File: config.mk
export PLATFORM = sky130hd
export DESIGN_NAME = axi_ready_slice
export DESIGN_NICKNAME = d
export VERILOG_FILES = /design/src/rtl/axi_slice_pkg.sv /design/src/rtl/axi_ready_slice.sv
export SDC_FILE = /design/constraint.sdc
export NUM_CORES = 1
export LEC_CHECK = 0
export BUFFER_PORTS_ARGS = -buffer_cell sky130_fd_sc_hd__buf_2
export CORE_ASPECT_RATIO = 1.2
export CORE_MARGIN = 2
export CORE_UTILIZATION = 58
export DETAILED_ROUTE_END_ITERATION = 12
export PLACE_DENSITY = 0.85
export SLEW_MARGIN = 20
export SYNTH_ARGS = -nofsm -noshare
export SYNTH_HDL_FRONTEND = slang
export SYNTH_SLANG_ARGS = --single-unit
File: constraint.sdc
create_clock -name clk_i -period 3 [get_ports clk_i]
set_input_delay 0.3 -clock clk_i [delete_from_list [all_inputs] [get_ports clk_i]]
set_output_delay 0.3 -clock clk_i [all_outputs]
set_load 0.05 [all_outputs]
File: src/rtl/axi_slice_pkg.sv
// Shared types for the AXI valid/ready channel slices.
// The state encoding doubles as the held-beat count on occupancy_o.
package axi_slice_pkg;

  typedef enum logic [1:0] {
    SLICE_EMPTY = 2'd0,
    SLICE_BUSY  = 2'd1,
    SLICE_FULL  = 2'd2
  } slice_state_e;

endpackage : axi_slice_pkg

File: src/rtl/axi_ready_slice.sv
// Backward-path register slice: a 2-entry skid buffer whose ready_o is a flop,
// cutting the ready_i -> ready_o combinational path at full throughput.
module axi_ready_slice
  import axi_slice_pkg::*;
#(
  parameter int unsigned DATA_WIDTH  = 32,
  parameter bit          PASSTHROUGH = 1'b0
) (
  input  logic                  clk_i,
  input  logic                  rst_i,
  input  logic                  flush_i,
  input  logic                  valid_i,
  output logic                  ready_o,
  input  logic [DATA_WIDTH-1:0] data_i,
  output logic                  valid_o,
  input  logic                  ready_i,
  output logic [DATA_WIDTH-1:0] data_o,
  output logic [1:0]            occupancy_o
);

  if (DATA_WIDTH < 32'd1) begin : g_bad_width
    $error("axi_ready_slice: DATA_WIDTH must be at least 1");
  end

  if (PASSTHROUGH) begin : g_wires
    logic w_unused;

    assign w_unused    = ^{clk_i, rst_i, flush_i};
    assign valid_o     = valid_i;
    assign ready_o     = ready_i;
    assign data_o      = data_i;
    assign occupancy_o = 2'd0;

  end else begin : g_skid
    slice_state_e          r_state;
    slice_state_e          w_state_nxt;
    logic                  r_ready;
    logic                  r_valid;
    logic [DATA_WIDTH-1:0] r_main;
    logic [DATA_WIDTH-1:0] r_skid;
    logic                  w_in;
    logic                  w_out;
    logic                  w_load_main;
    logic                  w_main_from_skid;
    logic                  w_load_skid;

    assign w_in  = valid_i & r_ready;
    assign w_out = r_valid & ready_i;

    // Next state and register load enables; flush drops held and incoming beats.
    always_comb begin
      w_state_nxt      = r_state;
      w_load_main      = 1'b0;
      w_main_from_skid = 1'b0;
      w_load_skid      = 1'b0;
      if (flush_i) begin
        w_state_nxt = SLICE_EMPTY;
      end else begin
        case (r_state)
          SLICE_EMPTY: begin
            if (w_in) begin
              w_load_main = 1'b1;
              w_state_nxt = SLICE_BUSY;
            end else begin
              w_state_nxt = SLICE_EMPTY;
            end
          end
          SLICE_BUSY: begin
            if (w_in && w_out) begin
              w_load_main = 1'b1;
            end else if (w_in) begin
              w_load_skid = 1'b1;
              w_state_nxt = SLICE_FULL;
            end else if (w_out) begin
              w_state_nxt = SLICE_EMPTY;
            end else begin
              w_state_nxt = SLICE_BUSY;
            end
          end
          SLICE_FULL: begin
            // Skid beat is always younger, so it only ever moves into main.
            if (w_out) begin
              w_load_main      = 1'b1;
              w_main_from_skid = 1'b1;
              w_state_nxt      = SLICE_BUSY;
            end else begin
              w_state_nxt = SLICE_FULL;
            end
          end
          default: begin
            w_state_nxt = SLICE_EMPTY;
          end
        endcase
      end
    end

    // State, handshake flags and payload registers.
    always_ff @(posedge clk_i) begin
      if (rst_i) begin
        r_state <= SLICE_EMPTY;
        r_ready <= 1'b1;
        r_valid <= 1'b0;
        r_main  <= '0;
        r_skid  <= '0;
      end else begin
        r_state <= w_state_nxt;
        r_ready <= (w_state_nxt != SLICE_FULL);
        r_valid <= (w_state_nxt != SLICE_EMPTY);
        if (w_load_main) begin
          r_main <= w_main_from_skid ? r_skid : data_i;
        end
        if (w_load_skid) begin
          r_skid <= data_i;
        end
      end
    end

    assign ready_o     = r_ready;
    assign valid_o     = r_valid;
    assign data_o      = r_main;
    assign occupancy_o = r_state;

    // A stalled beat must hold both valid and payload into the next cycle.
    a_stall_stable : assert property (@(posedge clk_i)
      (!rst_i && !flush_i && r_valid && !ready_i) |=> (r_valid && $stable(r_main)));

    a_occ_range : assert property (@(posedge clk_i) (occupancy_o != 2'd3));
  end

endmodule : axi_ready_slice

==> out/qor.yml <==
setup_tns_ps: 0
grt_pass1_wl_um: 14400
yosysWarnings: 0
maxCapViolCount: 0
syn_nets: 401
timing.rr.start: "valid_o"
min_to: "g_skid.r_skid[5]"
cts_buffers: 9
drv_slew: 0
fmax_mhz: 472
rows: 29
clk_pin_slew_ps: 70
die_x_um: 71.3
place_congestion: 0.767
die_area_mm2: 0.00604
avgRoutedWirePerCell_um: 18.6
max_slew.worst_pin.slew_ps: 674
drtIter0Drc: 461
r2r_cells: 5
port-buffer-count: 72
synth_enable_flop_cells: 0
vias_per_cell: 7.00
setup.worst_path.end_class: "register"
globalRouteOverflowTotal: 0
status: "completed"
wl_um: 8890
synthMuxAreaShare: 0
cts_htree_levels: 3
synthCells: 364
synth_async_sr_flop_share: 0
antenna_found_initial: 0
syn_avg_cell_area_um2: 8.65
yosys.area_share.simple: 0.130
ant_nets: 0
hpwl_um: 5080
hold_start: "data_i[5]"
min_delay_path_depth: 3
synth-xor-area-share: 0
ys_seq_area_frac: 0.432
synth_top_family_by_area: "compound AO/OA/AOI/OAI gates"
setup_ws_ps: 882
final_nets: 447
worstPathRequired_ps: 3200
hold_buffers: 0
startpoint: "valid_o"
cts_setup_buffers: 0
io_pins: 73
crit_arrival_ps: 2320
clock_path_buffers: 2
post-route-period-util: 0.706
drive_above_1_share: 0.255
hold_viol_final: 0
initial_core_util: 0.599
fillers: 425
clock_sinks: 68
startpoint_type: "register"
synth_compound_area_frac: 0.354
synth-adder-area-share: 0
clockRootBuffer: "clkbuf_8"
clk_latency_ps: 350
grt_max_degree: 37
dpl_worst_slack_ps: 920
max-vdd-ir-drop_v: 0.000342
synth_top_area_frac: 0.432
synth-seq-cells: 68
grt_use_total: 0.294
leakagePower_nw: 1.29
worstSetupPathType: "register to register"
cts_tree: "built"
timing.rr.end: "data_o[20]"
ys_top_cells_by_area: "dfxtp_1 43%, o21ai_0 10%, nand3_1 10%, a221oi_1 8.9%, a311oi_1 8.9%"
core-area_mm2: 0.00526
synth-main-ff-cell: "dfxtp_1"
max_slew_margin: 0.550
layout_min_cycle_time_ps: 2120
vias: 3339
yosys.area.top_type: "dfxtp_1"
path_max_fanout: 33
setup_viol: 0
cts_resized: 0
die_h_um: 84.7
antenna_cells: 0
syn-cell-area_mm2: 0.00315
synthToLayoutAreaGrowth_pct: 15.8
p_per_area_mw_per_mm2: 583
drc: 0
drtPass1Iterations: 6
rrSetupSlack_ps: 880
fin_skew_ps: 6.57
hp-class: "input port to register"
synth_cell_types: 27
grt_pass1_vias: 3064
rsz0062_at_grt: "no"
[layout by cell type (no fill, tap or decap), types with 2 or more instances in the layout]
cell      Yosys  final
clkinv_2      0      2
a21oi_1      33     33
dfxtp_1      68     68
buf_4         2     12
nand3_1      65     65
a221oi_1     32     32
o21ai_0      66     66
a311oi_1     32     32
clkbuf_8      0     11
buf_2        11     72
[area by class of cell]
| class | count | area [um^2] | share of cell area |
|---|---|---|---|
| clock buffers | 12 | 155 | 0.0425 |
| inverters | 2 | 7.51 | 0.00206 |
| repair buffers | 85 | 470 | 0.129 |
| multi-input cells | 244 | 1530 | 0.419 |
| clock inverters | 4 | 47.5 | 0.0130 |
| well taps | 62 | 77.6 | 0.0213 |
| flip-flops and latches | 68 | 1360 | 0.373 |
[how the worst max path moves through the flow]
| stage | slack, ps | to |
|---|---|---|
| final | 880 | data_o[20] |
| after global routing | 790 | data_o[11] |
| after CTS | 930 | data_o[20] |
| after detailed placement | 920 | data_o[28] |
| after global placement | 990 | data_o[27] |
| after floorplan | 1270 | data_o[2] |
[through the flow]
stage / area (um^2) / total power (W) / hold WS [ps] / instances / utilization
finish: 3650 / 0.00212 / 207 / 477 / 0.693
CTS: 3650 / 0.00213 / 203 / 477 / 0.693
floorplan: 3150 / 0.00126 / 448 / 364 / -
detailed placement: 3440 / 0.00136 / 467 / 461 / 0.655
global placement: 3440 / 0.00136 / 461 / 461 / 0.655
global route: 3650 / 0.00220 / 212 / 477 / 0.693
[report_power, final]
part	leakage (nW)	switching, W	internal (W)
Combinational	0.630	0.000274	0.000106
Sequential	0.555	0.0000260	0.000944
Clock	0.102	0.000348	0.000427
[state kept, by name, indices dropped and copies added (netlist names)]
register	count
data_o	32
g_skid.r_skid	32
occupancy_o	2
ready_o	1
valid_o	1
[cell usage after synthesis (2+ instances only)]
library cell and number:
dfxtp_1 68, o21ai_0 66, nand3_1 65, a21oi_1 33, a221oi_1 32, a311oi_1 32, clkbuf_1 31, buf_2 11
buf_6 6, and4b_1 2, buf_4 2
[metal layers]
metal / up-vias / global-route usage / wire length, um
li1: 1525 / - / -
met1: 1587 / 0.387 / 3580
met2: 209 / 0.461 / 4310
met3: 18 / 0.0576 / 847
met4: 0 / 0.137 / 152
met5: - / 0 / 0
[critical path: stages, from the launching register on]
cell and delay [ps]:
dfxtp_1 470, nand4b_1 130, buf_4 260, o22ai_2 560, buf_4 380, a311oi_1 150
[cell families (layout without fill, tap and decap cells)]
| group | after synthesis | count (layout) |
|---|---|---|
| AOI/OAI and AO/OA | 169 | 169 |
| and+or+nand+nor | 75 | 75 |
| DFF | 68 | 68 |
| buffers and inverters | 52 | 103 |
Power figures use the tool's default switching activity.
